File: config.mk
export PLATFORM = sky130hd
export DESIGN_NAME = risc_v_decode
export DESIGN_NICKNAME = d
export VERILOG_FILES = /design/src/rtl/risc_v_pkg.sv /design/src/rtl/risc_v_imm_gen.sv /design/src/rtl/risc_v_decode.sv
export SDC_FILE = /design/constraint.sdc
export NUM_CORES = 1
export LEC_CHECK = 0
export BUFFER_PORTS_ARGS = -buffer_cell sky130_fd_sc_hd__buf_2
export CAP_MARGIN = 5
export CORE_ASPECT_RATIO = 1.75
export CORE_UTILIZATION = 40
export CTS_BUF_LIST = sky130_fd_sc_hd__clkbuf_8
export DETAILED_ROUTE_END_ITERATION = 12
export PLACE_DENSITY = 0.73
export SLEW_MARGIN = 30
export SYNTH_ARGS = -nofsm -noshare
export SYNTH_HDL_FRONTEND = slang
export SYNTH_SLANG_ARGS = --single-unit
File: constraint.sdc
create_clock -name clk -period 8.05 [get_ports clk]
set_input_delay 1.61 -clock clk [delete_from_list [all_inputs] [get_ports clk]]
set_output_delay 1.61 -clock clk [all_outputs]
set_load 0.02 [all_outputs]
File: src/rtl/risc_v_pkg.sv
// risc_v_pkg: shared RV32I decode constants, opcodes and instruction format enum
package risc_v_pkg;
  localparam int DATA_W = 32;
  localparam int REG_W = 5;
  localparam logic [6:0] OP_R = 7'b0110011;
  localparam logic [6:0] OP_IMM = 7'b0010011;
  localparam logic [6:0] OP_LOAD = 7'b0000011;
  localparam logic [6:0] OP_STORE = 7'b0100011;
  localparam logic [6:0] OP_BRANCH = 7'b1100011;
  localparam logic [6:0] OP_LUI = 7'b0110111;
  localparam logic [6:0] OP_AUIPC = 7'b0010111;
  localparam logic [6:0] OP_JAL = 7'b1101111;
  localparam logic [6:0] OP_JALR = 7'b1100111;
  typedef enum logic [2:0] {FMT_R, FMT_I, FMT_S, FMT_B, FMT_U, FMT_J} fmt_t;
endpackage

File: src/rtl/risc_v_imm_gen.sv
// risc_v_imm_gen: instr -> format, known-opcode flag and sign-extended 32-bit immediate
module risc_v_imm_gen
  import risc_v_pkg::*;
(
  input  logic [31:0] instr,
  output fmt_t        fmt,
  output logic        known,
  output logic [31:0] imm
);
  logic [6:0] op;
  logic s;
  assign op = instr[6:0];
  assign s = instr[31];
  always_comb begin
    known = 1'b1;
    fmt = FMT_R;
    case (op)
      OP_R: fmt = FMT_R;
      OP_IMM, OP_LOAD, OP_JALR: fmt = FMT_I;
      OP_STORE: fmt = FMT_S;
      OP_BRANCH: fmt = FMT_B;
      OP_LUI, OP_AUIPC: fmt = FMT_U;
      OP_JAL: fmt = FMT_J;
      default: known = 1'b0;
    endcase
  end
  assign imm = fmt == FMT_I ? {{20{s}}, instr[31:20]} :
               fmt == FMT_S ? {{20{s}}, instr[31:25], instr[11:7]} :
               fmt == FMT_B ? {{20{s}}, instr[7], instr[30:25], instr[11:8], 1'b0} :
               fmt == FMT_U ? {instr[31:12], 12'b0} :
               fmt == FMT_J ? {{12{s}}, instr[19:12], instr[20], instr[30:21], 1'b0} : 32'b0;
endmodule

File: src/rtl/risc_v_decode.sv
// risc_v_decode: RV32I decode stage, regfile read, ID/EX register, RAW scoreboard; RISCV_DEC_ILLEGAL_EN flags illegal opcodes
module risc_v_decode
  import risc_v_pkg::*;
#(
  parameter int WIDTH1 = DATA_W,
  parameter int WIDTH2 = REG_W
) (
  input  logic              clk,
  input  logic              reset,
  input  logic              if_valid,
  output logic              if_ready,
  input  logic [WIDTH1-1:0] if_instr,
  input  logic [WIDTH1-1:0] if_pc,
  output logic              re1,
  output logic              re2,
  output logic [WIDTH2-1:0] raddr1,
  output logic [WIDTH2-1:0] raddr2,
  input  logic [WIDTH1-1:0] rdata1,
  input  logic [WIDTH1-1:0] rdata2,
  input  logic              wb_valid,
  input  logic [WIDTH2-1:0] wb_rd,
  input  logic              flush,
  output logic              ex_valid,
  input  logic              ex_ready,
  output logic [WIDTH1-1:0] ex_pc,
  output logic [WIDTH1-1:0] ex_rs1_val,
  output logic [WIDTH1-1:0] ex_rs2_val,
  output logic [WIDTH1-1:0] ex_imm,
  output logic [WIDTH2-1:0] ex_rd,
  output logic              ex_rd_we,
  output logic [6:0]        ex_opcode,
  output logic [2:0]        ex_funct3,
  output logic              ex_funct7b5,
  output logic              ex_illegal
);
  fmt_t fmt;
  logic known, ill, use1, use2, rd_we, haz1, haz2, load;
  logic [31:0] imm;
  logic [WIDTH1-1:0] imm_ext;
  logic [WIDTH2-1:0] rs1, rs2, rd;
  logic [(1<<WIDTH2)-1:0] sb, sb_n;
  risc_v_imm_gen u_imm (.instr(if_instr[31:0]), .fmt(fmt), .known(known), .imm(imm));
  assign imm_ext = WIDTH1'($signed(imm));
  assign rs1 = if_instr[19:15];
  assign rs2 = if_instr[24:20];
  assign rd = if_instr[11:7];
`ifdef RISCV_DEC_ILLEGAL_EN
  assign ill = !known || if_instr[1:0] != 2'b11;
`else
  assign ill = 1'b0;
`endif
  assign use1 = !ill && (fmt == FMT_R || fmt == FMT_I || fmt == FMT_S || fmt == FMT_B);
  assign use2 = !ill && (fmt == FMT_R || fmt == FMT_S || fmt == FMT_B);
  assign rd_we = known && !ill && (fmt == FMT_R || fmt == FMT_I || fmt == FMT_U || fmt == FMT_J) && rd != '0;
  assign re1 = if_valid && use1;
  assign re2 = if_valid && use2;
  assign raddr1 = re1 ? rs1 : '0;
  assign raddr2 = re2 ? rs2 : '0;
  // A same-cycle writeback of rs is forwarded by the regfile write-through, so it clears the stall
  assign haz1 = use1 && rs1 != '0 &&
                ((sb[rs1] && !(wb_valid && wb_rd == rs1)) || (ex_valid && ex_rd_we && ex_rd == rs1));
  assign haz2 = use2 && rs2 != '0 &&
                ((sb[rs2] && !(wb_valid && wb_rd == rs2)) || (ex_valid && ex_rd_we && ex_rd == rs2));
  assign if_ready = (!ex_valid || ex_ready) && !haz1 && !haz2 && !flush;
  assign load = if_valid && if_ready;
  always_comb begin
    sb_n = sb;
    if (wb_valid) sb_n[wb_rd] = 1'b0;
    if (ex_valid && ex_ready && ex_rd_we) sb_n[ex_rd] = 1'b1;
    sb_n[0] = 1'b0;
  end
  always_ff @(posedge clk) begin
    if (!reset) begin
      sb <= '0;
      ex_valid <= 1'b0;
      ex_pc <= '0;
      ex_rs1_val <= '0;
      ex_rs2_val <= '0;
      ex_imm <= '0;
      ex_rd <= '0;
      ex_rd_we <= 1'b0;
      ex_opcode <= '0;
      ex_funct3 <= '0;
      ex_funct7b5 <= 1'b0;
    end else begin
      sb <= sb_n;
      if (flush) ex_valid <= 1'b0;
      else if (load) begin
        ex_valid <= 1'b1;
        ex_pc <= if_pc;
        ex_rs1_val <= rdata1;
        ex_rs2_val <= rdata2;
        ex_imm <= imm_ext;
        ex_rd <= rd;
        ex_rd_we <= rd_we;
        ex_opcode <= if_instr[6:0];
        ex_funct3 <= if_instr[14:12];
        ex_funct7b5 <= if_instr[30];
      end else if (ex_ready) ex_valid <= 1'b0;
    end
  end
`ifdef RISCV_DEC_ILLEGAL_EN
  always_ff @(posedge clk) begin
    if (!reset) ex_illegal <= 1'b0;
    else if (!flush && load) ex_illegal <= ill;
  end
`else
  assign ex_illegal = 1'b0;
`endif
endmodule

-- Word level (Yosys, flattened, before mapping)
Index checks and enable logic that the tools add are counted.
- magnitude comparators: 6
- eq/ne operators: 18
- multiplexer cells: 21
- bitwise logic cells: 5
- reduce and logical (&&, ||, !) cells: 49
- operators with widths (kind ; number):
    32-bit 2-to-1 mux ; 7
    32-bit AND ; 1
    32-bit NOT ; 1
    32-bit OR ; 1
    5-bit by 6-bit less-than comparator with 1-bit output (second input constant) ; 4
    1-bit logical AND ; 23
    7-bit by 6-bit == test with 1-bit output (second input constant) ; 3
    7-bit == test (second input constant) ; 3
    5-bit == test ; 4
    3-bit one-hot mux with 5 select lines ; 1
    5-bit nonzero test ; 3
    7-bit by 5-bit == test with 1-bit output (second input constant) ; 2
    1-bit binary-select mux with 5-bit select ; 2
    1-bit demux with 5-bit select ; 2
    5-bit by 1-bit >= comparator with 1-bit output (second input constant) ; 2
    1-bit logical OR ; 10
    5-bit 2-to-1 mux ; 2
    9-bit OR reduction ; 1
    7-bit by 2-bit == test with 1-bit output (second input constant) ; 1
    1-bit 2-to-1 mux ; 7
    3-bit by 2-bit == test with 1-bit output (second input constant) ; 2
    3-bit == test (second input constant) ; 2
    1-bit logical NOT ; 6
    2-bit OR reduction ; 2
    6 further kinds ; 7
- register bits: 178
- bits of input ports: 139
- output and inout bits: 160
- word-level logic and storage cells: 111

-- Depth between registers and ports, before layout
- depth in word-level cells: 15
- depth in mapped cells: 11

-- Hierarchy
Synthesis repeated with hierarchy kept, for this count alone.
- cell total of the unflattened synthesis: 988
- area, all modules: 8708.4 sq um
- modules (own cells, without submodules) (module ; instances ; cells an instance ; area each (sq um) ; sequential area each (sq um)):
    risc_v_decode ; 1 ; 917 ; 8172.8 ; 3543.4
    risc_v_imm_gen ; 1 ; 71 ; 535.5 ; 0.0

-- Worst setup path after synthesis
No wires, ideal clock.
- path type: input-to-output
- from: input port if_instr[20]
- to: output port if_ready
- arrival: 3.443 ns
- data required time: 6.440 ns
- path slack: 2.997 ns
- stages: 7
- buffers on the path: 1
- cell sequence: buf_2 -> mux4_2 -> mux2_2 -> nand2_1 -> o311ai_1 -> nand3_1 -> nor3b_1
- cells in the longest elaborated chain, start to end: 9
- elaborated cells between the ends (all ways): 15
- ends and longest elaborated chain (what ; line ; RTL):
    start, declared ; risc_v_decode.sv:12 ; input logic [WIDTH1-1:0] if_instr,
    parallel branches: the longest is 5 deep, another holds 1-bit binary-select mux with 5-bit select ; n/a ;
    1-bit logical AND (*) ; risc_v_decode.sv:62 ; assign haz2 = use2 && rs2 != '0 &&
    1-bit logical NOT (*) ; risc_v_decode.sv:64 ; assign if_ready = (!ex_valid || ex_ready) && !haz1 && !haz2 && !flush;
    1-bit logical AND (*) (2 in series) ; risc_v_decode.sv:64 ;
    end, declared ; risc_v_decode.sv:11 ; output logic if_ready,
Every way passes the cells marked *. The select of a mux whose other input is x is not followed.

-- Worst setup path in the final report
Ends and elaborated chain as after synthesis.

==> impl_metrics.env <==
export IMPL_outcome="complete, no violations"
export IMPL_postSynth_asyncResetShare=0
export IMPL_worstPathCellList="buf_2 -> mux4_2 -> mux2_2 -> nand2_1 -> o311ai_1 -> nand3_1 -> nor3b_1 -> buf_2"
export IMPL_drc=0
export IMPL_use_met3=0.0393
export IMPL_routed_wl_um=25200
export IMPL_die_x_um=114
export IMPL_layout_commonest_cell="nand2_1"
export IMPL_portBuffers=297
export IMPL_grt_pass1_vias=7498
export IMPL_slew_headroom=0.339
export IMPL_routabilityCongestion=0.958
export IMPL_syn_inst=1001
export IMPL_startpoint="if_instr[20]"
export IMPL_clock_latency_ps=490
export IMPL_cts_repair_resized=0
export IMPL_skew_ps=11.6
export IMPL_wl_per_cell_um=16.3
export IMPL_cts_max_level=4
export IMPL_grt_max_degree=146
export IMPL_crit_path_top_delay_cell="mux4_2"
export IMPL_ff2ff_setup_slack_ps=4410
export IMPL_cts_inserted_buffers=17
export IMPL_p_leak_nw=5.57
export IMPL_clk_path_buf_depth=2
export IMPL_vias=7894
export IMPL_cp_required_ps=6440
export IMPL_final_nets=1384
export IMPL_fin_ws_ps=2740
export IMPL_final_max_slew_viol_count=0
export IMPL_ios=299
export IMPL_critPathMaxFanout=18
export IMPL_synth_area_per_cell_um2=8.72
export IMPL_cts_tree="done"
export IMPL_grt_ovfl_total=0
export IMPL_postRouteAntennaNets=0
export IMPL_setup_tns_ps=0
export IMPL_ys_seq_area_frac=0.406
export IMPL_rows=71
export IMPL_drv_cap=0
export IMPL_yosys_warnings=0
export IMPL_clockRootBuffer="clkbuf_8"
export IMPL_final_area_um2=10600
export IMPL_max_stage_delay_ps=570
export IMPL_viasPerCell=5.09
export IMPL_p_per_area_nw_per_um2=182
export IMPL_final_cell_mix="nand2_1, buf_2, dfxtp_1, mux2i_1, o21ai_0"
export IMPL_dr_first_iter_drc_count=451
export IMPL_synth_ff_type="dfxtp_1"
export IMPL_syn_area_um2=8730
export IMPL_tightest_slew_ps=991
export IMPL_finalCritPeriodShare=0.659
export IMPL_grtUsageTotal=0.224
export IMPL_area_delta_synth_final_pct=21.1
export IMPL_multi_input_area_um2=4640
export IMPL_die_area_um2=22400
export IMPL_grt_use_met1=0.225
export IMPL_place_area_um2=10100
export IMPL_crit_type="in -> out"
export IMPL_fp_coreArea_um2=21400
export IMPL_peakVddDrop_uv=111
export IMPL_grt_antenna_before_repair=0
export IMPL_r2r_start="ex_rd[4]"
export IMPL_crit_buf_inv=2
export IMPL_die_h_um=197
export IMPL_synth_edf_count=0
export IMPL_critPathTopFamily="multiplexers"
export IMPL_rsz0062_at_grt="false"
export IMPL_setup_violations=0
export IMPL_post_route_min_period_ps=5310
export IMPL_synth_cell_type_count=58
export IMPL_cp_end_kind="primary output"
export IMPL_clk_pin_slew_ps=80
export IMPL_ff2ff_path_depth=8
export IMPL_busiest_layer="met2"
export IMPL_clock_fmax_mhz=188
export IMPL_ys_seq_elements=177
export IMPL_num_fill_cells=2075
export IMPL_register_area_um2=3540
export IMPL_met2_usage=0.411
export IMPL_grt_pass1_wl_um=38400
export IMPL_crit_top_cell="buf_2"
export IMPL_hp_class="reg -> reg"
export IMPL_reg2reg_to="ex_rs2_val[17]"
export IMPL_endpoint="if_ready"
export IMPL_finalHoldViolCount=0
export IMPL_synth_nets=1140
export IMPL_path_depth=8
export IMPL_start_util=0.408
export IMPL_hold_buffers=0
export IMPL_pre_cts_slack_ps=2760
export IMPL_post_dp_hpwl_um=18500
export IMPL_cts_sinks=177
export IMPL_hold_ws_ps=455
export IMPL_cp_arrival_ps=3700
export IMPL_first_pass_iters=4
export IMPL_startpoint_type="primary input"
export IMPL_drive_above_1_share=0.277
export IMPL_postCtsSetupBuffers=0
-- cells by family (layout without fill, tap and decap cells) --
group                     Yosys count  in the layout  synth area share
other                               1              2          0.000430
muxes                             173            173             0.203
DFF                               177            177             0.406
and+or+nand+nor                   428            428             0.213
xor gates and xnor gates           20             20            0.0201
AOI/OAI and AO/OA                 121            121            0.0933
buffers and inverters              81            338            0.0638
-- routing by layer --
metal	wire [um]	up-vias
met5	0	-
met4	1240	0
met3	1370	76
met2	13300	290
met1	9290	3681
li1	-	3847
-- synthesized netlist by cell type, drive strengths merged, types with 5 or more instances --
| cell type | number | area (um2) |
|---|---|---|
| nor3 | 8 | 40.0 |
| o21ai | 36 | 180 |
| nand3 | 8 | 40.0 |
| clkbuf | 51 | 191 |
| buf | 26 | 350 |
| mux2i | 165 | 1650 |
| a21o | 18 | 135 |
| mux2 | 5 | 56.3 |
| xnor2 | 10 | 87.6 |
| nand4 | 5 | 31.3 |
| nor2b | 5 | 31.3 |
| nand3b | 7 | 56.3 |
| nor3b | 8 | 60.1 |
| dfxtp | 177 | 3540 |
| nor2 | 18 | 67.6 |
| a21boi | 31 | 233 |
| and3 | 8 | 55.1 |
| a21oi | 8 | 40.0 |
| nand2 | 331 | 1240 |
| xor2 | 10 | 87.6 |
| and2 | 8 | 50.1 |
-- cell type report --
| type | count | share of cell area |
|---|---|---|
| Sequential cell | 177 | 0.335 |
| Clock buffer | 19 | 0.0247 |
| Timing Repair Buffer | 302 | 0.145 |
| Tap cell | 292 | 0.0346 |
| Antenna cell | 1 | 0.000237 |
| Multi-Input combinational cell | 743 | 0.439 |
| Inverter | 4 | 0.00142 |
| Clock inverter | 13 | 0.0193 |
-- where the power goes --
group / total [mW] / switching [mW] / internal [mW]
clock: 0.719 / 0.333 / 0.386
combinational: 0.282 / 0.172 / 0.110
sequential: 0.921 / 0.0172 / 0.903
total: 1.92 / 0.522 / 1.40
-- state kept, by name (all words and copies together), names as in the netlist --
| name | cells |
|---|---|
| ex_rd | 5 |
| ex_funct7b5 | 1 |
| ex_opcode | 7 |
| ex_pc | 32 |
| sb | 31 |
| ex_rs1_val | 32 |
| ex_funct3 | 3 |
| ex_imm | 32 |
| ex_valid | 1 |
| ex_rs2_val | 32 |
| ex_rd_we | 1 |
-- metrics by stage --
stage               std cells  total power [mW]  utilization
global placement         1518              1.22        0.471
global route             1550              2.00        0.493
detailed placement       1518              1.22        0.472
floorplan                1001              1.14            -
finish                   1551              1.92        0.494
CTS                      1550              1.94        0.493
-- worst min-delay path: cells and delay by family, from the launching register on --
family | cells | cell delay [ps]
DFF | 1 | 310
and+or+nand+nor | 1 | 50
muxes | 1 | 50
-- how the worst min path moves through the flow --
stage | from | end | slack, ps | cells past startpoint
floorplan | sb[30] | sb[30] | 460 | 2
global placement | ex_rs2_val[29] | ex_rs2_val[29] | 440 | 2
detailed placement | ex_rs2_val[30] | ex_rs2_val[30] | 450 | 2
CTS | ex_rs1_val[22] | ex_rs1_val[22] | 460 | 2
global route | ex_rs1_val[17] | ex_rs1_val[17] | 480 | 2
finish | ex_rs1_val[22] | ex_rs1_val[22] | 460 | 2
Power figures use the tool's default switching activity.
